### config.mk
export PLATFORM = sky130hd
export DESIGN_NAME = result_uart_tx
export DESIGN_NICKNAME = d
export VERILOG_FILES = /design/src/rtl/result_uart_tx_pkg.sv /design/src/rtl/result_uart_tx_byte.sv /design/src/rtl/result_uart_tx.sv
export SDC_FILE = /design/constraint.sdc
export NUM_CORES = 1
export LEC_CHECK = 0
export ABC_AREA = 1
export CELL_PAD_IN_SITES_DETAIL_PLACEMENT = 2
export CELL_PAD_IN_SITES_GLOBAL_PLACEMENT = 2
export CORE_ASPECT_RATIO = 0.7
export CORE_MARGIN = 2
export CORE_UTILIZATION = 41
export DETAILED_ROUTE_END_ITERATION = 16
export DONT_BUFFER_PORTS = 1
export PLACE_DENSITY = 0.87
export SETUP_SLACK_MARGIN = 0.2
export SLEW_MARGIN = 20
export SYNTH_ARGS = -nofsm -noshare
export SYNTH_HDL_FRONTEND = slang
export SYNTH_HIERARCHICAL = 1
export SYNTH_SLANG_ARGS = --single-unit
### constraint.sdc
create_clock -name in_clk -period 7.05 [get_ports in_clk]
set_input_delay 1.0575 -clock in_clk [delete_from_list [all_inputs] [get_ports in_clk]]
set_output_delay 1.0575 -clock in_clk [all_outputs]
set_load 0.01 [all_outputs]
### src/rtl/result_uart_tx_pkg.sv
// Shared definitions for the halt-triggered result UART: frame constants,
// sequencer state encoding and the bit-time helper.
package result_uart_tx_pkg;

  localparam logic [7:0] SYNC_BYTE = 8'hA5;
  localparam int         FRAME_LEN = 11;

  typedef enum logic [2:0] {
    S_WATCH,
    S_START,
    S_DATA,
    S_STOP,
    S_DONE
  } state_e;

  function automatic int clks_per_bit(input int clk_hz, input int baud);
    return clk_hz / baud;
  endfunction

endpackage

### src/rtl/result_uart_tx_byte.sv
// 8N1 byte serialiser. A new byte is accepted while idle or in the last cycle
// of the stop bit, so consecutive bytes leave no idle gap on the line.
module uart_tx_byte #(
  parameter int CLKS_PER_BIT = 4
) (
  input  logic       i_clk,
  input  logic       i_rst_n,
  input  logic       i_start,
  input  logic [7:0] i_data,
  output logic       o_txd,
  output logic       o_busy,
  output logic       o_ready,
  output logic       o_bit_end,
  output logic [3:0] o_bit_idx
);

  localparam int              CW        = (CLKS_PER_BIT > 2) ? $clog2(CLKS_PER_BIT) : 1;
  localparam logic [CW-1:0]   BAUD_LOAD = CW'(CLKS_PER_BIT - 1);

  logic          r_busy;
  logic          r_txd;
  logic [8:0]    r_shift;
  logic [3:0]    r_bit_idx;
  logic [CW-1:0] r_baud_cnt;
  logic          w_bit_end;
  logic          w_last;

  assign w_bit_end = r_busy && (r_baud_cnt == '0);
  assign w_last    = w_bit_end && (r_bit_idx == 4'd9);

  assign o_txd     = r_txd;
  assign o_busy    = r_busy;
  assign o_ready   = !r_busy || w_last;
  assign o_bit_end = w_bit_end;
  assign o_bit_idx = r_bit_idx;

  // r_shift holds the data bits followed by the stop bit; index 0 is the start bit
  always_ff @(posedge i_clk or negedge i_rst_n) begin
    if (!i_rst_n) begin
      r_busy     <= 1'b0;
      r_txd      <= 1'b1;
      r_shift    <= '0;
      r_bit_idx  <= '0;
      r_baud_cnt <= '0;
    end else if (i_start && o_ready) begin
      r_busy     <= 1'b1;
      r_txd      <= 1'b0;
      r_shift    <= {1'b1, i_data};
      r_bit_idx  <= '0;
      r_baud_cnt <= BAUD_LOAD;
    end else if (w_last) begin
      r_busy <= 1'b0;
      r_txd  <= 1'b1;
    end else if (w_bit_end) begin
      r_txd      <= r_shift[0];
      r_shift    <= {1'b1, r_shift[8:1]};
      r_bit_idx  <= r_bit_idx + 4'd1;
      r_baud_cnt <= BAUD_LOAD;
    end else if (r_busy) begin
      r_baud_cnt <= r_baud_cnt - 1'b1;
    end
  end

endmodule

### src/rtl/result_uart_tx.sv
// Watches the CPU PC for a self-loop halt, snapshots the result outputs and
// sends them as an 11-byte UART frame: A5, attempt[4], broken[4], last, xor.
//
// state   | meaning
// S_WATCH | counting consecutive cycles of an unchanged PC
// S_START | start bit of the current byte (first byte issued here)
// S_DATA  | eight data bits of the current byte
// S_STOP  | stop bit; chains the next byte or finishes the frame
// S_DONE  | frame complete, waiting for resend or a PC change
module result_uart_tx
  import result_uart_tx_pkg::*;
#(
  parameter int CLK_FREQ_HZ = 100000000,
  parameter int BAUD        = 115200,
  parameter int HALT_CYCLES = 16
) (
  input  logic        in_clk,
  input  logic        in_rst,
  input  logic [31:0] in_pc,
  input  logic [31:0] in_attempt_count,
  input  logic [31:0] in_broken_count,
  input  logic        in_is_last_broken,
  input  logic        in_resend,
  output logic        out_txd,
  output logic        out_busy,
  output logic        out_done
);

  localparam int         CLKS_PER_BIT = clks_per_bit(CLK_FREQ_HZ, BAUD);
  localparam logic [7:0] HALT_CNT     = 8'(HALT_CYCLES);
  localparam logic [3:0] LAST_IDX     = 4'(FRAME_LEN - 1);

  if (CLKS_PER_BIT < 2) begin : g_bad_baud
    $error("result_uart_tx: CLK_FREQ_HZ/BAUD must be at least 2");
  end
  if (HALT_CYCLES < 1 || HALT_CYCLES > 255) begin : g_bad_halt
    $error("result_uart_tx: HALT_CYCLES must be in 1..255");
  end

  state_e      r_state, w_next;
  logic [31:0] r_prev_pc;
  logic [7:0]  r_halt_cnt;
  logic [3:0]  r_idx;
  logic [31:0] r_att;
  logic [31:0] r_brk;
  logic        r_last;
  logic        r_done;

  logic        w_pc_same;
  logic [7:0]  w_cnt_next;
  logic        w_halt;
  logic        w_start;
  logic        w_idx_inc;
  logic        w_idx_clr;
  logic [3:0]  w_tx_idx;
  logic [7:0]  w_tx_byte;
  logic [7:0]  w_csum;
  logic        w_tx_busy;
  logic        w_tx_ready;
  logic        w_bit_end;
  logic [3:0]  w_bit_idx;

  assign w_pc_same  = (in_pc == r_prev_pc);
  assign w_cnt_next = !w_pc_same ? 8'd0 :
                      (r_halt_cnt == HALT_CNT) ? HALT_CNT : r_halt_cnt + 8'd1;
  assign w_halt     = (r_state == S_WATCH) && (w_cnt_next == HALT_CNT);

  assign w_csum = r_att[7:0] ^ r_att[15:8] ^ r_att[23:16] ^ r_att[31:24] ^
                  r_brk[7:0] ^ r_brk[15:8] ^ r_brk[23:16] ^ r_brk[31:24] ^
                  {7'b0, r_last};

  // From S_STOP the next byte is loaded back-to-back, one index ahead
  assign w_tx_idx = (r_state == S_STOP) ? r_idx + 4'd1 : r_idx;

  always_comb begin
    w_tx_byte = w_csum;
    case (w_tx_idx)
      4'd0:    w_tx_byte = SYNC_BYTE;
      4'd1:    w_tx_byte = r_att[7:0];
      4'd2:    w_tx_byte = r_att[15:8];
      4'd3:    w_tx_byte = r_att[23:16];
      4'd4:    w_tx_byte = r_att[31:24];
      4'd5:    w_tx_byte = r_brk[7:0];
      4'd6:    w_tx_byte = r_brk[15:8];
      4'd7:    w_tx_byte = r_brk[23:16];
      4'd8:    w_tx_byte = r_brk[31:24];
      4'd9:    w_tx_byte = {7'b0, r_last};
      default: w_tx_byte = w_csum;
    endcase
  end

  always_comb begin
    w_next    = r_state;
    w_start   = 1'b0;
    w_idx_inc = 1'b0;
    w_idx_clr = 1'b0;
    case (r_state)
      S_WATCH: if (w_halt) w_next = S_START;
      S_START: begin
        w_start = !w_tx_busy;
        if (w_bit_end && w_bit_idx == 4'd0) w_next = S_DATA;
      end
      S_DATA:  if (w_bit_end && w_bit_idx == 4'd8) w_next = S_STOP;
      S_STOP: begin
        if (w_bit_end && w_bit_idx == 4'd9) begin
          if (r_idx < LAST_IDX) begin
            w_start   = w_tx_ready;
            w_idx_inc = 1'b1;
            w_next    = S_START;
          end else begin
            w_next = S_DONE;
          end
        end
      end
      S_DONE: begin
        if (in_resend) begin
          w_idx_clr = 1'b1;
          w_next    = S_START;
        end else if (!w_pc_same) begin
          w_next = S_WATCH;
        end
      end
      default: w_next = S_WATCH;
    endcase
  end

  always_ff @(posedge in_clk or negedge in_rst) begin
    if (!in_rst) begin
      r_state    <= S_WATCH;
      r_prev_pc  <= '0;
      r_halt_cnt <= '0;
      r_idx      <= '0;
      r_att      <= '0;
      r_brk      <= '0;
      r_last     <= 1'b0;
      r_done     <= 1'b0;
    end else begin
      r_state   <= w_next;
      r_prev_pc <= in_pc;
      r_done    <= (w_next == S_DONE);
      if (r_state == S_WATCH) begin
        r_halt_cnt <= w_cnt_next;
      end else if (r_state == S_DONE && w_next == S_WATCH) begin
        r_halt_cnt <= '0;
      end
      if (w_halt) begin
        r_att  <= in_attempt_count;
        r_brk  <= in_broken_count;
        r_last <= in_is_last_broken;
        r_idx  <= '0;
      end else if (w_idx_clr) begin
        r_idx <= '0;
      end else if (w_idx_inc) begin
        r_idx <= r_idx + 4'd1;
      end
    end
  end

  uart_tx_byte #(.CLKS_PER_BIT(CLKS_PER_BIT)) u_tx_byte (
    .i_clk    (in_clk),
    .i_rst_n  (in_rst),
    .i_start  (w_start),
    .i_data   (w_tx_byte),
    .o_txd    (out_txd),
    .o_busy   (w_tx_busy),
    .o_ready  (w_tx_ready),
    .o_bit_end(w_bit_end),
    .o_bit_idx(w_bit_idx)
  );

  assign out_busy = w_tx_busy;
  assign out_done = r_done;

endmodule
======== Yosys cells after proc, flatten, opt, wreduce, memory -nomap -nowiden ========
Index checks and enable logic that the tools add are counted.
word-level totals
  logic and storage cells ................. 108
  input port bits ......................... 100
  RAM bits ................................ 0
  latch bits .............................. 0
  bits in registers ....................... 138
  output and inout port bits .............. 3
  memories kept ........................... 0
  ROM bits ................................ 0
operators by class
  $add $sub $neg .......................... 4
  reductions and logical operators ........ 22
  equal/unequal tests ..................... 20
  multipliers ............................. 0
  muxes and demuxes ....................... 40
  shift-type cells ........................ 0
  div/mod/pow operators ................... 0
  bitwise logic cells ..................... 8
  order comparisons ....................... 1
operators with widths
  kind                     number
  $pmux W8 S10             1
  $xor A8 B8 Y8            7
  $mux W10                 4
  $eq A32 B32 Y1           1
  $mux W8                  4
  $mux W4                  7
  $mux W9                  3
  $mux W3                  7
  $eq A4 B3 Y1 const B     4
  $eq A4 B4 Y1 const B     4
  $eq A8 B5 Y1 const B     2
  $pmux W3 S5              1
  $mux W1                  12
  $logic_not A10 Y1        1
  $sub A10 B1 Y10 const B  1
  $reduce_bool A3 Y1       3
  $add A4 B1 Y4 const B    2
  $add A8 B1 Y8 const B    1
  $eq A4 B2 Y1 const B     2
  $logic_not A4 Y1         2
  $xor A8 B1 Y8            1
  $logic_and A1 B1 Y1      7
  $eq A3 B2 Y1 const B     2
  $eq A3 B3 Y1 const B     2
  10 further kinds         14

======== Longest topological paths before layout ========
  depth in word-level cells ............... 11
  gate-level depth with buffers ........... 19
  gate-level depth less buffers ........... 17

======== Hierarchy ========
Netlist, hierarchy kept.
by module, submodules not included
  module          sequential area each (µm²)  area each (µm²)  times used  cells an instance
  result_uart_tx  2827.7                      6122.1           1           737
  uart_tx_byte    626.9                       1436.4           1           183

======== Worst setup path before layout ========
OpenSTA, ideal clock, no wires.
  kind .................................... reg-to-reg
  from .................................... reg u_tx_byte.r_baud_cnt[0]
  to ...................................... reg u_tx_byte.r_bit_idx[3] (netlist: u_tx_byte/o_bit_idx[3])
  data required time ...................... 6.932 ns
  setup slack ............................. 4.139 ns
  clock period less this slack ............ 2.911 ns
  library setup time ...................... 0.118 ns
  arrival ................................. 2.793 ns
  stages on the path, launching flop included .. 20
  path buffers ............................ 2
  cells stage by stage .................... dfrtp_1 -> inv_1 -> ha_1 -> nand2_2 -> nor2_4 -> nand2_2 -> inv_1 -> nand3_1 -> nor3_1 -> nand2_1 -> nor2_1 -> nand4_1 -> o21ai_0 -> buf_2 -> nand2_1 -> a22oi_4 -> inv_2 -> buf_6 -> nand2_1 -> nand2_1
on the way
  word-level cells in the longest chain between the ends .. 10
  elaborated cells between the ends (all ways) .. 12
  classes of those cells .................. eq/ne (1); mux (4); reduce/logical (7)
RTL lines
  item                                                                 RTL line                                          RTL
  from (decl)                                                          result_uart_tx_byte.sv:24                         logic [CW-1:0] r_baud_cnt;
  from (signal assigned)                                               result_uart_tx_byte.sv:60                         r_baud_cnt <= r_baud_cnt - 1'b1;
  $logic_not A10 Y1 (*)                                                result_uart_tx_byte.sv:28                         assign w_bit_end = r_busy && (r_baud_cnt == '0);
  $logic_and A1 B1 Y1 (*)                                              result_uart_tx_byte.sv:28
  named net w_bit_end                                                  result_uart_tx.sv:60                              logic w_bit_end;
  $logic_and A1 B1 Y1 (*)                                              result_uart_tx_byte.sv:29, result_uart_tx.sv:105
  $logic_or A1 B1 Y1                                                   result_uart_tx_byte.sv:33                         assign o_ready = !r_busy || w_last;
  $mux W1                                                              result_uart_tx.sv:106                             if (r_idx < LAST_IDX) begin
  $mux W1 (*)                                                          result_uart_tx.sv:105                             if (w_bit_end && w_bit_idx == 4'd9) begin
  $pmux W1 S2 (*)                                                      result_uart_tx.sv:97                              case (r_state)
  named net w_start                                                    result_uart_tx.sv:52                              logic w_start;
  $logic_and A1 B1 Y1 (*)                                              result_uart_tx_byte.sv:45                         end else if (i_start && o_ready) begin
  $ne A2 B2 Y1 (no line) / $reduce_bool A2 Y1 (equally long branches)  n/a
  $reduce_and A2 Y1 (no line)                                          n/a
  to (signal assigned)                                                 result_uart_tx_byte.sv:57                         r_bit_idx <= r_bit_idx + 4'd1;
  to (decl)                                                            result_uart_tx_byte.sv:23                         logic [3:0] r_bit_idx;
The timed path passes the listed nets; every way through them passes the cells marked *.
A chain may end at the register's enable or synchronous reset.

======== Final worst setup path ========
  from .................................... reg u_tx_byte.r_baud_cnt[0]
  to ...................................... reg u_tx_byte.r_shift[2]
on the way
  word-level cells in the longest chain between the ends .. 10
  elaborated cells between the ends (all ways) .. 12
  classes of those cells .................. eq/ne (1); mux (4); reduce/logical (7)
RTL lines
  item                                                                 RTL line                                          RTL
  $logic_not A10 Y1 (*)                                                result_uart_tx_byte.sv:28
  $logic_and A1 B1 Y1 (*)                                              result_uart_tx_byte.sv:28
  named net w_bit_end                                                  result_uart_tx.sv:60
  $logic_and A1 B1 Y1 (*)                                              result_uart_tx_byte.sv:29, result_uart_tx.sv:105
  $logic_or A1 B1 Y1                                                   result_uart_tx_byte.sv:33
  $mux W1                                                              result_uart_tx.sv:106
  $mux W1 (*)                                                          result_uart_tx.sv:105
  $pmux W1 S2 (*)                                                      result_uart_tx.sv:97
  named net w_start                                                    result_uart_tx.sv:52
  $logic_and A1 B1 Y1 (*)                                              result_uart_tx_byte.sv:45
  $ne A2 B2 Y1 (no line) / $reduce_bool A2 Y1 (equally long branches)  n/a
  $reduce_and A2 Y1 (no line)                                          n/a
  to (signal assigned)                                                 result_uart_tx_byte.sv:48                         r_shift <= {1'b1, i_data};
  to (signal assigned)                                                 result_uart_tx_byte.sv:56                         r_shift <= {1'b1, r_shift[8:1]};
  to (decl)                                                            result_uart_tx_byte.sv:22                         logic [8:0] r_shift;
Marks and branches as above.

==> summary.md <==
| Metric | Value |
|---|---|
| Synth-to-layout area growth | 10.1% |
| Startpoint Class | register |
| Number of clock sinks seen by CTS | 138 |
| Arrival time of the worst setup path | 4.67 ns |
| I/O pin total | 103 |
| Standard-cell rows | slightly above 40 |
| Met3 track demand over resource in global routing | about 5.4% |
| Post-synthesis async set-or-reset flop share | 100% |
| Max Clk Rate | ~230 MHz |
| Overall die height | between 100 and 150 µm |
| Leak Pwr | 4.05 nW |
| Total GRT Usage | 27.8% |
| Via-to-Cell Ratio | between 5 and 6 |
| Final Util | 46.1% |
| Average wire length per cell after detail routing | 22.4 µm |
| DRC Markers | 0 |
| Count leader, synth | nand2_1 |
| Most frequently used flop master after synthesis | dfrtp_1 |
| Number of max-capacitance violations reported | 0 |
| Fin. max-slew vios | 0 |
| First-pass detailed-route iteration total | 7 |
| Largest net degree at the start of global routing | approximately 140 |
| Sequential fraction of the synthesis area | a little under half |
| First-pass GRT wire length | between 40 and 50 mm |
| Biggest cell delay along the critical path | approximately 0.54 ns |
| Post-synth net total | 1026 |
| CP max stage cell | o21ai_1 |
| Count of flip-flops with a built-in enable after synthesis | 0 |
| Worst supply voltage drop on vdd | approximately 150 µV |
| Fin cells | between 1000 and 1500 |
| Category of the critical setup timing path | reg2reg |
| Worst hold slack | approximately 0.31 ns |
| Overflow left after global routing | 0 |
| Fraction of final layout cells sized beyond drive strength 1 | 8.35% |
| Worst Max-Slew Pin Slew | ~1.1 ns |
| Number of cells traversed by the worst register-to-register path | 17 |
| Area of the mapped netlist | approximately 0.0076 mm² |
| Critical Path Start | u_tx_byte/r_baud_cnt[0] |
| Count of antenna diodes in the layout | 0 |
| Final Hold Fails | 0 |
| Launch point of the worst reg-to-reg path | u_tx_byte/r_baud_cnt[0] |
| Placed insts | between 1000 and 1500 |
| Area of the placeable core | about 0.018 mm² |
| Fill cell count | 2008 |
| Clk slew on worst S/H paths | roughly 0.06 ns |
| Clock tree from TritonCTS | built |
| Die outline width | roughly 170 µm |
| Top cell type's share of synthesized area | between 40% and 50% |
| Clock tree skew after final layout | approximately 0.012 ns |
| Most Crowded Layer GR | met2 |
| Accumulated negative setup slack | 0 ns |
| Critical Path RT | between 7 and 8 ns |
| Top cells by area, synth | dfrtp_1 45%, nand2_1 13%, nand3_1 10% |
| Number of buffers inserted during clock tree synthesis | 17 |
| Outcome | finished clean |
| Clock latency on the worst-skew pair | about 0.45 ns |
| Count of vias placed by the detailed router | 6396 |
| Die area | 0.0196 mm² |
| Tot Pwr | 1.86 mW |
| Yosys warns | 6 |
| Setup slack of the worst register-to-register path | ~2.7 ns |
| Buffer cell driving the clock tree root | clkbuf_16 |
| Total power divided by cell area | approximately 220 mW/mm² |
| Number of setup buffers added after CTS | 0 |
| Remaining number of nets flagged by the antenna check after routing | 0 |
| Largest area contributor in the netlist | dfrtp_1 |
| Mapped Cells | just over 900 |
| Share of the cycle needed by the critical path after routing | between 60% and 70% |
| Count of buffers from port buffering | 0 |
| Normalized max-slew margin | 27.4% |
| Final Wtd Congestion | between 0.8 and 0.9 |
| CTS H-Tree Depth | 4 |
| Mean instance size in the synthesized netlist | roughly 8.2 µm² |
| Met1 usage in global routing | around 37% |
| Critical path endpoint category | register |
| Chain of cells forming the critical path | inv_1, ha_1, nand2_2, nor2_4, nand2_2, inv_1, nand3_1, nor3_1, nand2_1, nor2_1, nand4_1, o21ai_1, inv_1, a22oi_4, inv_2, nand2_1, nand2_1 |
| Worst hold path type | in2async |
| Initial Util | a little over two fifths |
| Antenna violations before repair | 0 |
| Capturing instance or port of the critical path | u_tx_byte/r_shift[2] |
| Endpoint of the worst register-to-register path | u_tx_byte/r_shift[2] |
| Maximum root-to-sink buffer count | 2 |
| Count of nets after finishing | about 1000 |
| Setup repair after global routing missed its margin | no |
| Violation count after the first detailed-route iteration | 510 |
| Met2 global-route usage | between 40% and 50% |
| Register bit count reported by yosys | between 100 and 150 |
| Time the final worst path needs with I/O delays and setup | approximately 4.3 ns |
| Maximum fanout encountered on the critical timing path | 13 |
| Most instantiated cells after synthesis | 270 x nand2_1, 154 x nand3_1, 137 x dfrtp_1, 81 x inv_1, 56 x xnor2_1 |
| Setup-failing EPs final | 0 |
| Number of gates resized after cts | 0 |
| Via count of the first global-routing pass | slightly above 7000 |
| Total length of routed wires | roughly 26 mm |
| Distinct cells, synth | 43 |
| Post-CTS Hold Fix Bufs | 0 |
| Post-detail-place hpwl | about 17 mm |
[layer usage]
| layer | part of all wire [%] | up-vias |
|---|---|---|
| li1 | - | 2918 |
| met1 | 46 | 3297 |
| met2 | 49 | 152 |
| met3 | 4.0 | 29 |
| met4 | 1.8 | 0 |
| met5 | 0 | - |
[registers in the layout (all words and copies together) (netlist names)]
register	count
u_tx_byte/o_busy	1
u_tx_byte/r_baud_cnt	10
r_state	3
u_tx_byte/o_bit_idx	4
u_tx_byte/r_shift	9
r_brk	32
r_prev_pc	32
r_idx	4
r_att	32
out_done	1
r_last	1
u_tx_byte/o_txd	1
r_halt_cnt	8
[power by group]
| part | total (mW) | internal (mW) | leakage (nW) | switching [mW] |
|---|---|---|---|---|
| clock network | 1.03 | 0.639 | 0.321 | 0.387 |
| registers | 0.806 | 0.801 | 1.83 | 0.00475 |
| logic | 0.0252 | 0.0140 | 1.90 | 0.0112 |
| total | 1.86 | 1.45 | 4.05 | 0.403 |
[cell usage in the layout (no fill, tap or decap), types with 2 or more instances in the layout]
master       n
nand2_1    270
nand3_1    154
a31oi_1      5
o21ai_1      6
nand2_4      2
o21ai_0     16
o21ai_2      2
o2111a_1     3
nor2_4       6
xnor2_1     56
inv_2        8
a21oi_1      6
ha_1         6
o2111ai_1    3
dfrtp_1    137
buf_4        3
xor2_1      39
nor3_1       7
inv_1       81
clkinv_4     2
clkinv_2     3
nor2_1      36
nand4_1      7
o22ai_1      4
bufinv_16    5
nor2_2       8
clkbuf_16   17
nand2_2      6
nand3b_1     4
o31ai_1      2
inv_6        3
[cell type report]
cell class / instances / area [µm²] / share of cell area (%)
Clock buffer: 18 / 439 / 5.28
Clock inverter: 14 / 216 / 2.60
Inverter: 89 / 334 / 4.02
Multi-Input combinational cell: 660 / 3560 / 42.8
Sequential cell: 138 / 3450 / 41.5
Tap cell: 236 / 295 / 3.55
Timing Repair Buffer: 3 / 22.5 / 0.271
[worst max-delay path: cells and delay by family (launching register included)]
family          cells  cell delay [ns]
compound gates      2             1.06
simple gates       10             1.73
buf+inv             4             0.84
fa+ha+maj           1             0.21
flops               1             0.36
[cell families (layout without fill, tap and decap cells)]
logic type | Yosys count | in the layout | share of synthesized area, %
simple gates | 506 | 506 | 30.0
fa+ha+maj | 6 | 6 | 0.993
compound gates | 53 | 53 | 4.87
buf+inv | 122 | 124 | 7.43
flops | 138 | 138 | 45.7
xor+xnor | 95 | 95 | 11.0
[worst min-delay path by stage]
stage | startpoint | endpoint | cells past startpoint
after floorplan | u_tx_byte/r_shift[8] | u_tx_byte/r_shift[8] | 2
after global placement | u_tx_byte/r_shift[8] | u_tx_byte/r_shift[8] | 2
after detailed placement | u_tx_byte/r_shift[8] | u_tx_byte/r_shift[8] | 2
after CTS | in_rst | r_brk[4] | 0
after global routing | in_rst | r_brk[6] | 0
final | in_rst | r_brk[6] | 0
[stage by stage]
| stage | instance area, µm² | worst slack, ns |
|---|---|---|
| 2_1_floorplan | 7560 | 4.14 |
| 3_3_place_gp | 7660 | 3.21 |
| 3_5_place_dp | 7660 | 2.84 |
| 4_1_cts | 8320 | 2.74 |
| 5_1_grt | 8320 | 2.28 |
| 6_report | 8320 | 2.71 |
Note: power is estimated with default switching activity, not from simulation.
